<file path="config.mk">
export PLATFORM = sky130hd
export DESIGN_NAME = edge_pulse_bank_flat
export DESIGN_NICKNAME = d
export VERILOG_FILES = /design/src/rtl/edge_pulse_bank_if.sv /design/src/rtl/edge_pulse_bank.sv /design/src/flat_wrapper.sv
export SDC_FILE = /design/constraint.sdc
export NUM_CORES = 1
export LEC_CHECK = 0
export CAP_MARGIN = 0
export CORE_ASPECT_RATIO = 1.5
export CORE_MARGIN = 1
export CORE_UTILIZATION = 56
export CTS_BUF_LIST = sky130_fd_sc_hd__clkbuf_16
export CTS_CLUSTER_SIZE = 10
export DETAILED_ROUTE_END_ITERATION = 6
export PLACE_DENSITY = 0.8
export SYNTH_ARGS = -nofsm -noshare
export SYNTH_HDL_FRONTEND = slang
export SYNTH_SLANG_ARGS = --single-unit
</file>
<file path="constraint.sdc">
create_clock -name clock -period 2.1 [get_ports clock]
set_input_delay 0.21 -clock clock [delete_from_list [all_inputs] [get_ports clock]]
set_output_delay 0.21 -clock clock [all_outputs]
set_load 0.005 [all_outputs]
</file>
<file path="src/rtl/edge_pulse_bank_if.sv">
// rtl/edge_pulse_bank_if.sv - trigger/config/strobe bundle for edge_pulse_bank
//
// Purpose: groups the per-channel trigger inputs, shared configuration and
// per-channel outputs of edge_pulse_bank so they travel as one port.
//
// Signals (ch i = bit i unless noted):
//   trigger          master->slave  CHANNELS        async trigger inputs
//   edge_mode        master->slave  2*CHANNELS      ch i = [2i+1:2i]: 00 off, 01 rise, 10 fall, 11 both
//   debounce_cycles  master->slave  DEBOUNCE_W      extra stable cycles before level changes
//   pulse_len        master->slave  PULSE_LEN_W     advance width minus 1
//   flag_clear       master->slave  CHANNELS        clear sticky event_flag bit i
//   advance          slave->master  CHANNELS        advance strobe per channel
//   level            slave->master  CHANNELS        debounced, synchronised trigger level
//   event_flag       slave->master  CHANNELS        sticky qualified-edge flag per channel
interface edge_pulse_bank_if #(
  parameter int CHANNELS    = 8,
  parameter int DEBOUNCE_W  = 4,
  parameter int PULSE_LEN_W = 3
);
  logic [CHANNELS-1:0]    trigger;
  logic [2*CHANNELS-1:0]  edge_mode;
  logic [DEBOUNCE_W-1:0]  debounce_cycles;
  logic [PULSE_LEN_W-1:0] pulse_len;
  logic [CHANNELS-1:0]    flag_clear;
  logic [CHANNELS-1:0]    advance;
  logic [CHANNELS-1:0]    level;
  logic [CHANNELS-1:0]    event_flag;

  modport master (
    output trigger, edge_mode, debounce_cycles, pulse_len, flag_clear,
    input  advance, level, event_flag
  );

  modport slave (
    input  trigger, edge_mode, debounce_cycles, pulse_len, flag_clear,
    output advance, level, event_flag
  );
endinterface

</file>
<file path="src/rtl/edge_pulse_bank.sv">
// rtl/edge_pulse_bank.sv - multi-channel synchronise/debounce/edge-to-pulse bank
//
// Purpose: each channel synchronises an asynchronous trigger, debounces it with
// a shared programmable stable time, and emits a programmable-width advance
// strobe on the selected edge(s). A sticky event flag records qualified edges.
//
// Ports:
//   clock    in   system clock, all flops on posedge
//   reset_n  in   synchronous, active-low reset
//   bus      slave modport of edge_pulse_bank_if (trigger/config in, strobes out)
module edge_pulse_bank #(
  parameter int CHANNELS    = 8,
  parameter int SYNC_STAGES = 2,
  parameter int DEBOUNCE_W  = 4,
  parameter int PULSE_LEN_W = 3
) (
  input  logic            clock,
  input  logic            reset_n,
  edge_pulse_bank_if.slave bus
);

  localparam logic [DEBOUNCE_W-1:0]  DEB_ONE  = 1;
  localparam logic [PULSE_LEN_W:0]   PCNT_ONE = 1;

  // Per-channel state. The synchroniser is reset like everything else so a
  // trigger held high through reset is seen as a fresh rising edge.
  logic [CHANNELS-1:0][SYNC_STAGES-1:0] r_sync;
  logic [CHANNELS-1:0]                  r_level;
  logic [CHANNELS-1:0][DEBOUNCE_W-1:0]  r_cnt;
  logic [CHANNELS-1:0][PULSE_LEN_W:0]   r_pcnt;
  logic [CHANNELS-1:0]                  r_flag;

  logic [CHANNELS-1:0] w_s;
  logic [CHANNELS-1:0] w_diff;
  logic [CHANNELS-1:0] w_flip;
  logic [CHANNELS-1:0] w_qual;
  logic [CHANNELS-1:0] w_advance;
  logic [PULSE_LEN_W:0] w_reload;

  // pulse_len encodes width-1; the extra counter bit holds pulse_len+1 for
  // the maximum setting without wrapping.
  assign w_reload = {1'b0, bus.pulse_len} + PCNT_ONE;

  always_comb begin
    w_s    = '0;
    w_diff = '0;
    w_flip = '0;
    w_qual = '0;
    for (int c = 0; c < CHANNELS; c++) begin
      w_s[c]    = r_sync[c][SYNC_STAGES-1];
      w_diff[c] = (w_s[c] != r_level[c]);
      // The flip happens on the (debounce_cycles+1)-th consecutive edge of
      // disagreement; a counter that already exceeds a freshly lowered
      // threshold flips immediately.
      w_flip[c] = w_diff[c] && (r_cnt[c] >= bus.debounce_cycles);
      // Direction comes from the old level: low->high uses mode bit0,
      // high->low uses mode bit1.
      w_qual[c] = w_flip[c] &&
                  (r_level[c] ? bus.edge_mode[2*c+1] : bus.edge_mode[2*c]);
    end
  end

  always_ff @(posedge clock) begin
    if (!reset_n) begin
      r_sync  <= '0;
      r_level <= '0;
      r_cnt   <= '0;
      r_pcnt  <= '0;
      r_flag  <= '0;
    end else begin
      for (int c = 0; c < CHANNELS; c++) begin
        r_sync[c] <= {r_sync[c][SYNC_STAGES-2:0], bus.trigger[c]};

        if (!w_diff[c]) begin
          r_cnt[c] <= '0;
        end else if (w_flip[c]) begin
          r_level[c] <= w_s[c];
          r_cnt[c]   <= '0;
        end else begin
          r_cnt[c] <= r_cnt[c] + DEB_ONE;
        end

        // A retrigger reloads the running count, so the strobe is extended
        // without a gap rather than producing a second strobe.
        if (w_qual[c]) begin
          r_pcnt[c] <= w_reload;
        end else if (r_pcnt[c] != '0) begin
          r_pcnt[c] <= r_pcnt[c] - PCNT_ONE;
        end

        // Set has priority over a simultaneous clear.
        if (w_qual[c]) begin
          r_flag[c] <= 1'b1;
        end else if (bus.flag_clear[c]) begin
          r_flag[c] <= 1'b0;
        end
      end
    end
  end

  always_comb begin
    w_advance = '0;
    for (int c = 0; c < CHANNELS; c++) begin
      w_advance[c] = (r_pcnt[c] != '0);
    end
  end

  assign bus.advance    = w_advance;
  assign bus.level      = r_level;
  assign bus.event_flag = r_flag;

endmodule
</file>
<file path="src/flat_wrapper.sv">
// flat-port wrapper written by rule: the top's interface ports become plain ports
module edge_pulse_bank_flat 
#(
  parameter int CHANNELS    = 8,
  parameter int SYNC_STAGES = 2,
  parameter int DEBOUNCE_W  = 4,
  parameter int PULSE_LEN_W = 3
)
  (clock, reset_n, bus_trigger, bus_edge_mode, bus_debounce_cycles, bus_pulse_len, bus_flag_clear, bus_advance, bus_level, bus_event_flag);
  edge_pulse_bank_if #(.CHANNELS(CHANNELS), .DEBOUNCE_W(DEBOUNCE_W), .PULSE_LEN_W(PULSE_LEN_W)) bus_i ();
  input  logic clock;
  input  logic reset_n;
  input wire logic [$bits(bus_i.trigger)-1:0] bus_trigger;
  input wire logic [$bits(bus_i.edge_mode)-1:0] bus_edge_mode;
  input wire logic [$bits(bus_i.debounce_cycles)-1:0] bus_debounce_cycles;
  input wire logic [$bits(bus_i.pulse_len)-1:0] bus_pulse_len;
  input wire logic [$bits(bus_i.flag_clear)-1:0] bus_flag_clear;
  output wire logic [$bits(bus_i.advance)-1:0] bus_advance;
  output wire logic [$bits(bus_i.level)-1:0] bus_level;
  output wire logic [$bits(bus_i.event_flag)-1:0] bus_event_flag;
  assign bus_i.trigger = bus_trigger;
  assign bus_i.edge_mode = bus_edge_mode;
  assign bus_i.debounce_cycles = bus_debounce_cycles;
  assign bus_i.pulse_len = bus_pulse_len;
  assign bus_i.flag_clear = bus_flag_clear;
  assign bus_advance = bus_i.advance;
  assign bus_level = bus_i.level;
  assign bus_event_flag = bus_i.event_flag;
  edge_pulse_bank #(.CHANNELS(CHANNELS), .SYNC_STAGES(SYNC_STAGES), .DEBOUNCE_W(DEBOUNCE_W), .PULSE_LEN_W(PULSE_LEN_W)) u_core (.clock(clock), .reset_n(reset_n), .bus(bus_i));
endmodule
</file>
== Yosys cells after proc, flatten, opt, wreduce, memory -nomap -nowiden ==
Cells that the tools add are included.

* Bits in registers: 96
* Output and inout bits: 24
* Logic and storage cells: 178
* Bits of input ports: 41

* Equal/unequal tests: 8
* Bitwise gates (word level): 9
* Add/subtract/negate cells: 17
* Multiplexer cells: 40
* $lt $le $gt $ge: 8
* Reduce and logical (&&, ||, !) cells: 56

{| class="wikitable"
|+ Operators with widths
! kind !! number
|-
| 4-bit two-way mux || 16
|-
| 4-bit by 1-bit adder with 4-bit output (second input constant) || 8
|-
| 4-bit >= comparator || 8
|-
| 2-bit nonzero test || 16
|-
| 4-bit nonzero test || 8
|-
| 4-bit by 1-bit subtractor with 4-bit output (second input constant) || 8
|-
| 1-bit two-way mux || 24
|-
| 3-bit OR reduction || 8
|-
| 1-bit logical AND || 16
|-
| 2-bit AND reduction || 8
|-
| 1-bit inverter || 9
|-
| 1-bit != test || 8
|-
| 3-bit by 1-bit adder with 4-bit output (second input constant) || 1
|}

== Longest topological paths before layout ==
Gate-level depths: netlist of run 1.

* Depth after elaboration: 4
* Mapped depth: 7
* Mapped depth without buffers: 6

== Worst setup path after synthesis of run 1 ==
OpenSTA, ideal clock, no wires.

* Kind: flip-flop to flip-flop
* Start: reg u_core.r_cnt[28] in the netlist's numbering
* End: reg u_core.r_flag[7], in the netlist u_core.bus.event_flag[7]
* Period minus slack after synthesis: 1632 ps
* Library setup time: 115 ps
* Data required time: 1985 ps
* Cell stages (with the launch flop): 7
* Slack: 468 ps
* Arrival time: 1517 ps
* Path buffers: 0
* Cells stage by stage: dfxtp_1 -> inv_1 -> ha_1 -> nand2b_4 -> a2111oi_4 -> nor3_2 -> o21a_1

* Word-level cells in the longest chain between the ends: 4
* Elaborated cells between the ends (all ways): 5
* Classes of those cells: order compare: 1; mux: 1; reduce/logical: 3

{| class="wikitable"
|+ Ends and longest elaborated chain
! what !! line !! text
|-
| start, declared || edge_pulse_bank.sv:29 || <nowiki>logic [CHANNELS-1:0][DEBOUNCE_W-1:0] r_cnt;</nowiki>
|-
| start signal, assigned by index || edge_pulse_bank.sv:80 || <nowiki>r_cnt[c] <= r_cnt[c] + DEB_ONE;</nowiki>
|-
| 4-bit >= comparator (*) || edge_pulse_bank.sv:55 || <nowiki>w_flip[c] = w_diff[c] && (r_cnt[c] >= bus.debounce_cycles);</nowiki>
|-
| 1-bit logical AND (*) || edge_pulse_bank.sv:55 ||
|-
| 1-bit logical AND (*) || edge_pulse_bank.sv:58 || <nowiki>w_qual[c] = w_flip[c] &&</nowiki>
|-
| 1-bit two-way mux / 2-bit nonzero test (equally long branches) || -- ||
|-
| end signal, assigned || edge_pulse_bank.sv:69 || <nowiki>r_flag <= '0;</nowiki>
|-
| end signal, assigned by index || edge_pulse_bank.sv:93 || <nowiki>r_flag[c] <= 1'b1;</nowiki>
|-
| end signal, assigned by index || edge_pulse_bank.sv:95 || <nowiki>r_flag[c] <= 1'b0;</nowiki>
|-
| end, declared || edge_pulse_bank.sv:31 || <nowiki>logic [CHANNELS-1:0] r_flag;</nowiki>
|}

Every way passes the cells marked *; elsewhere a longest branch is shown, timed or not.
A chain may end at the register's enable or synchronous reset.

== Worst setup path after layout of run 1 ==
* Start: reg u_core.r_pcnt[0] in the netlist's numbering
* End: out bus_advance[0]

* Word-level cells in the longest chain between the ends: 1

{| class="wikitable"
|+ Ends and longest elaborated chain
! what !! line !! text
|-
| start, declared || edge_pulse_bank.sv:30 || <nowiki>logic [CHANNELS-1:0][PULSE_LEN_W:0] r_pcnt;</nowiki>
|-
| start signal, assigned by index || edge_pulse_bank.sv:86 || <nowiki>r_pcnt[c] <= w_reload;</nowiki>
|-
| start signal, assigned by index || edge_pulse_bank.sv:88 || <nowiki>r_pcnt[c] <= r_pcnt[c] - PCNT_ONE;</nowiki>
|-
| 4-bit nonzero test || edge_pulse_bank.sv:104 || <nowiki>w_advance[c] = (r_pcnt[c] != '0);</nowiki>
|-
| end, declared || flat_wrapper.sv:18 || <nowiki>output wire logic [$bits(bus_i.advance)-1:0] bus_advance;</nowiki>
|}

No other way between the ends.

==> summary.md, run 1 <==
| Metric | Value |
|---|---|
| Status | `complete, no violations` |
| Final Max Slew Viols | `0` |
| Maxcap violations | `0` |
| EDFF count, synth | `0` |
| Clock power share | `approximately 29%` |
| Share of layout cells above drive strength 1 | `between 10 and 15%` |
| Total CTS buffers | `9` |
| Core area | `roughly 0.0089 mm2` |
| Gr usage total | `a little under a quarter` |
| Cell internal pwr | `between 4 and 5 mW` |
| PwrDens | `1060 mW/mm2` |
| Vias | `approximately 3900` |
| Pin count of the biggest net entering global routing | `23` |
| Ant diodes | `0` |
| Layout area overhead | `22.6%` |
| Mapped Nets | `between 600 and 700` |
| Post-synth top cells | `dfxtp_1, ha_1, nor2_1, nor2b_1, inv_1` |
| Reg clk slew, reported paths | `around 0.06 ns` |
| Critical Path RT | `~1.9 ns` |
| Top cell type's share of synthesized area | `36.8%` |
| Sink Count | `between 90 and 100` |
| Final wirelength | `~10 mm` |
| Total grt overflow | `0` |
| CTS tree | `built` |
| Crit path max fanout | `4` |
| Slew HR | `between 60% and 70%` |
| Most frequent cell after synthesis | `dfxtp_1` |
| Fmax | `~500 MHz` |
| Async set-reset flop share out of synthesis | `0%` |
| Cell count after synthesis | `about 530` |
| Critical path's top delay family | `buffers and inverters` |
| Arrival time worst endpoint | `approximately 1.8 ns` |
| Die Ht | `about 120 um` |
| Vias in the first global route | `4002` |
| Switching part of the total | `29.1%` |
| Initial antenna violation count | `0` |
| # IOs | `65` |
| IO buf count | `64` |
| Worst Skew | `roughly 0.0061 ns` |
| VDD IR-drop max | `between 0.0006 and 0.0007 V` |
| Root buffer selected by CTS | `clkbuf_16` |
| Area leader, netlist | `dfxtp_1` |
| Skew-Pair Late Insertion Delay | `roughly 0.34 ns` |
| Comb pwr share | `between 30% and 40%` |
| Power share of the sequential group | `between 30% and 40%` |
| Syn Std Cell Area | `about 0.0052 mm2` |
| Worst hold-check path type | `input pin to flop` |
| Placed cell area | `around 0.0060 mm2` |
| Crit share post-route | `between 90% and 100%` |
| # hold bufs at CTS | `0` |
| Die Width | `80.9 um` |
| Unrepaired setup endpoints after global routing | `no` |
| Critical Path End Type | `output pin` |
| Via density | `5.46` |
| First-pass GRT wire length | `~17 mm` |
| Endpoints failing setup | `0` |
| Synth Warn # | `0` |
| Unique masters post-synth | `30` |
| Synth top area cells | `dfxtp_1, ha_1, mux2i_1, nor2b_1, a2111oi_4` |
| CP max stage cell | `clkdlybuf4s50_1` |
| Routability cong. | `0.825` |
| Clk buf depth | `2` |
| Post-synthesis sequential area ratio | `a little under two fifths` |
| Final net count | `around 700` |
| Worst Path Buf+Inv | `2` |
| Starting Density | `a little under 60%` |
| Worst setup SP type | `flop` |
| Post-route cell area | `between 0.006 and 0.007 mm2` |
| Crit Path Class | `flop to output pin` |
| H-tree depth | `3` |
| Delay of the slowest critical-path stage | `approximately 0.46 ns` |
| Antenna-violating nets left | `0` |
| Syn_area_per_cell | `slightly below 10 um2` |
| Drc violations | `0` |
| Final WS setup | `around 0.053 ns` |
| 1st-iter DRT viols | `108` |
| Net Sw Power | `between 1.5 and 2 mW` |
| Die Area | `0.00973 mm2` |
| Post-synthesis sequential element count | `96` |
| Lkg Pwr | `~2.5 nW` |
| Hpwl dp | `between 7 and 8 mm` |
| Dominant synthesized flop cell | `dfxtp_1` |
| Row cnt | `between 40 and 50` |
| Router iterations before antenna repair | `4` |
| Fin crit period | `a little over 2 ns` |
| Wire length per cell | `~14 um` |
| Hold Fails Final Rpt | `0` |
| Worst-margin pin slew | `0.594 ns` |
| CP Cell Sequence | `inv_1, ha_1, or3b_4, clkdlybuf4s50_1` |
| Dpl ws | `-0.168 ns` |
[per-layer routing]
| metal | wire, um | vias to the layer above | share of wire (%) | global-route usage (%) |
|---|---|---|---|---|
| met3 | 303 | 22 | 2.9 | 3.70 |
| met2 | 5250 | 67 | 51 | 41.1 |
| met4 | 289 | 0 | 2.8 | 11.4 |
| li1 | - | 1960 | - | - |
| met5 | 0 | - | 0 | 0 |
| met1 | 4480 | 1853 | 43 | 26.1 |
[cells in the final DEF, fill, tap and decap left out, types with 2 or more instances in the layout]
cell type,netlist,routed
o211ai_1,8,8
a21oi_1,8,8
bufinv_16,0,4
dlymetal6s2s_1,0,2
nand2b_1,3,3
nor2_1,48,48
ha_2,0,5
nor3b_1,7,7
inv_1,36,31
clkbuf_16,0,9
a22oi_1,8,8
inv_2,0,5
or3b_2,8,8
dfxtp_1,96,96
nand2_1,27,27
nor3_2,8,8
ha_1,57,52
and2_1,16,16
or3b_4,0,8
o221ai_1,8,8
nor3_1,8,8
nand3_1,8,8
nand2b_4,8,8
mux2_2,8,8
o21ai_0,16,16
nor2b_1,39,39
a2111oi_4,8,8
xor2_1,9,9
buf_4,0,10
clkdlybuf4s50_1,0,61
o21a_1,16,16
mux2i_1,32,32
xnor2_1,16,16
[stage by stage]
step                total power, mW  std cells  TNS, ns  hold WS, ns  util (%)
global placement               4.58        699    -2.85        0.415      67.3
floorplan                      4.07        531        0        0.337         -
finish                         6.79        714        0        0.273      71.7
detailed placement             4.71        699    -6.03        0.419      67.3
CTS                            6.73        714        0        0.269      71.4
global route                   7.24        714        0        0.293      71.7
[path summary, 6_finish.rpt]
kind / slack [ns] / from / cells after the start / endpoint
min reg2reg: 0.43 / u_core.r_sync[2] / 1 / u_core.r_sync[3]
max: 0.05 / u_core.r_pcnt[0] / 4 / bus_advance[0]
min: 0.27 / reset_n / 2 / u_core.bus.event_flag[0]
max reg2reg: 0.26 / u_core.r_cnt[16] / 6 / u_core.bus.event_flag[4]
[timing repair]
action / CTS / global route
setup buffers: 0 / 0
resized for setup: 2 / 18
pin swaps: 0 / 0
setup endpoints to repair: 2 / 8
[area by class of cell]
| type | instances | area (um2) |
|---|---|---|
| clock buffers | 9 | 225 |
| multi-input cells | 383 | 3140 |
| well taps | 110 | 138 |
| flip-flops and latches | 96 | 1920 |
| repair buffers | 74 | 716 |
| inverters | 36 | 135 |
| fillers | 681 | 2530 |
| clock inverters | 6 | 133 |
[cell families (layout without fill, tap and decap cells)]
group                      count (synthesis)  count (layout)  synth area share (%)
adders and majority gates                 57              57                  13.6
muxes                                     40              40                  7.85
DFF                                       96              96                  36.8
xor gates and xnor gates                  25              25                  4.19
buffers and inverters                     52             125                  3.78
and+or+nand+nor                          189             189                  21.3
AOI/OAI and AO/OA                         72              72                  12.4
[power groups by stage]
stage	Combinational (mW)	Clock, mW	Sequential, mW
CTS	2.37	1.98	2.38
detailed placement	2.31	0	2.40
global placement	2.19	0	2.39
finish	2.45	1.95	2.39
global route	2.76	2.04	2.44
floorplan	1.73	0	2.34
[state kept, by name, summed over array words and instances (netlist names)]
name                   count
u_core.r_pcnt             32
u_core.r_sync             16
u_core.r_cnt              32
u_core.bus.event_flag      8
u_core.bus.level           8
(Power assumes the default switching activity.)
==> run 2: changes to the inputs <==
- PLACE_DENSITY: 0.8 -> unset
- PLACE_DENSITY_LB_ADDON: unset -> 0.05
==> summary.md, run 2 (synthesis results as in run 1) <==
| Metric | Value |
|---|---|
| Worst hold-check path type | `input pin to flop` |
| Pin count of the biggest net entering global routing | `40 (+74%)` |
| # IOs | `65 (unchanged)` |
| Total Power | `6.45 mW (-5.0%)` |
| Register area | `0.00192 mm2 (unchanged)` |
| Delay of the slowest critical-path stage | `0.47 ns (about the same)` |
| Final net count | `699 (+0.14%)` |
| Commonest non-fill, non-tap cells in the layout | `dfxtp_1, clkdlybuf4s50_1, ha_1, nor2_1, nor2b_1` |
| Final WS setup | `0.0550 ns (+0.00231 ns)` |
| Biggest regs | `u_core.r_cnt: 32 flops, u_core.r_pcnt: 32 flops, u_core.r_sync: 16 flops` |
| Hpwl dp | `7.50 mm (-4.9%)` |
| Vias | `3853 (-1.3%)` |
| Maxcap violations | `0 (unchanged)` |
| Final Max Slew Viols | `0 (unchanged)` |
| Endpoints failing setup | `0 (unchanged)` |
| Root buffer selected by CTS | `clkbuf_16` |
| Antenna-violating nets left | `0 (unchanged)` |
| Hold Slack | `0.215 ns (-0.0582 ns)` |
| Critical path's top delay family | `buffers and inverters` |
| Dpl ws | `-0.141 ns (+0.0267 ns)` |
| H-tree depth | `3 (unchanged)` |
| Ant diodes | `0 (unchanged)` |
| Die Width | `80.9 um (unchanged)` |
| Hold Path Stages | `2 (unchanged)` |
| Crit path max fanout | `4 (unchanged)` |
| Vias in the first global route | `3869 (-3.3%)` |
| Worst Path Buf+Inv | `2 (unchanged)` |
| Routability cong. | `0.741 (-10%)` |
| Die Ht | `120 um (unchanged)` |
| Worst Skew | `0.00816 ns (+0.00210 ns)` |
| Worst R2R End | `u_core.r_cnt[26]` |
| Drc violations | `0 (unchanged)` |
| Status | `complete, no violations` |
| IO buf count | `64 (unchanged)` |
| Clk buf depth | `2 (unchanged)` |
| Router iterations before antenna repair | `4 (unchanged)` |
| CP Launch Point | `u_core.r_pcnt[25]` |
| Lkg Pwr | `2.49 nW (-1.8%)` |
| Via density | `5.38 (-1.5%)` |
| Post-CTS setup buffer count | `0 (unchanged)` |
| Worst Hold Endpoint | `u_core.bus.event_flag[2]` |
| Crit share post-route | `97.4% (-0.11 points)` |
| Multi-input logic area | `0.00314 mm2 (+0.16%)` |
| Die Area | `0.00973 mm2 (unchanged)` |
| First-pass GRT wire length | `16.8 mm (-3.7%)` |
| Fin Setup TNS | `0 ns (unchanged)` |
| Sink Count | `96 (unchanged)` |
| Worst-margin pin slew | `0.598 ns (+0.00346 ns)` |
| VDD IR-drop max | `0.000816 V (+24%)` |
| Commonest non-fill, non-tap cell in the layout | `dfxtp_1` |
| Reg clk slew, reported paths | `0.07 ns (about the same)` |
| Critical Path RT | `1.89 ns (about the same)` |
| PwrDens | `1020 mW/mm2 (-4.2%)` |
| Slew HR | `59.9% (-0.23 points)` |
| Total CTS buffers | `9 (unchanged)` |
| Worst setup SP type | `flop` |
| Fin crit period | `2.04 ns (-0.00231 ns)` |
| Critical Path End Type | `output pin` |
| Unrepaired setup endpoints after global routing | `no` |
| FF-to-FF setup slack | `0.29 ns (+0.03 ns)` |
| 1st-iter DRT viols | `90 (-17%)` |
| Starting Density | `58.5% (unchanged)` |
| Initial antenna violation count | `0 (unchanged)` |
| Crit Path Class | `flop to output pin` |
| Share of layout cells above drive strength 1 | `14.5% (+0.61 points)` |
| Gr usage total | `22.5% (-0.72 points)` |
| CP Cell Sequence | `inv_1, ha_2, or3b_4, clkdlybuf4s50_1` |
| Worst reg2reg path startpoint | `u_core.r_cnt[24]` |
| Total grt overflow | `0 (unchanged)` |
| Core area | `0.00893 mm2 (unchanged)` |
| Fmax | `489 MHz (+0.11%)` |
| Wire length per cell | `14.2 um (-1.4%)` |
| Skew-Pair Late Insertion Delay | `0.34 ns (about the same)` |
| CP max stage cell | `clkdlybuf4s50_1` |
| Layout area overhead | `21.5%` |
| Fill count | `705 (+3.5%)` |
| Hold Fails Final Rpt | `0 (unchanged)` |
| Final wirelength | `10.2 mm (-1.2%)` |
| Hold_sp | `reset_n` |
| R2R cell count | `6 (unchanged)` |
| CTS tree | `built` |
| Row cnt | `42 (unchanged)` |
| Arrival time worst endpoint | `1.83 ns (about the same)` |
-- run 2: changes by cell type in the layout (fill, tap and decap cells not counted), sizes merged --
cell           change
inv                +2
bufinv             -3
clkdlybuf4s50      +2
clkinv             +1
clkinvlp           +1
buf                +1
dlymetal6s2s       -2
-- run 2: timing repair --
action | in CTS | in global routing
gates resized for setup | 2 | 20
setup endpoints to repair | 2 | 8
hold buffers | 0 | 0
cloned | 0 | 0
-- run 2: worst max-delay path by stage --
stage	endpoint	slack, ns	cells after the start
6_report	bus_advance[6]	0.06	4
5_1_grt	bus_advance[6]	0.002	4
4_1_cts	bus_advance[3]	0.008	4
3_5_place_dp	u_core.r_pcnt[10]	-0.14	7
3_3_place_gp	u_core.r_pcnt[23]	-0.11	7
2_1_floorplan	u_core.bus.event_flag[7]	0.47	6
-- run 2: per-stage QoR --
stage,cells,area [um2],util (%)
CTS,716,6320,70.7
finish,716,6350,71.1
floorplan,531,5230,-
detailed placement,700,6020,67.4
global route,716,6350,71.1
global placement,700,6020,67.4
-- run 2: worst reg2reg max path: stages, from the launching register on --
cell and delay (ns):
dfxtp_1 0.37, inv_1 0.07, ha_1 0.26, nand2b_4 0.15, a2111oi_4 0.45, o221ai_1 0.29, nor2_1 0.16
-- run 2: layout make-up --
cell class,instances,area share [%]
Clock inverter,7,1.10
Sequential cell,96,30.3
Clock buffer,9,3.55
Tap cell,110,2.17
Inverter,36,2.13
Timing Repair Buffer,75,11.3
Multi-Input combinational cell,383,49.5
-- run 2: routing by layer --
metal	GRT usage (%)	wire length, um	vias up	part of all wire [%]
li1	-	-	1960	-
met1	24.4	4270	1831	42
met2	42.0	5460	48	54
met3	4.38	322	14	3.2
met4	7.37	150	0	1.5
met5	0	0	-	0
-- run 2: power breakdown --
group          switching (mW)  internal [mW]  total (mW)
clock network           0.708          0.923        1.63
logic                    1.01           1.41        2.42
registers               0.262           2.14        2.40
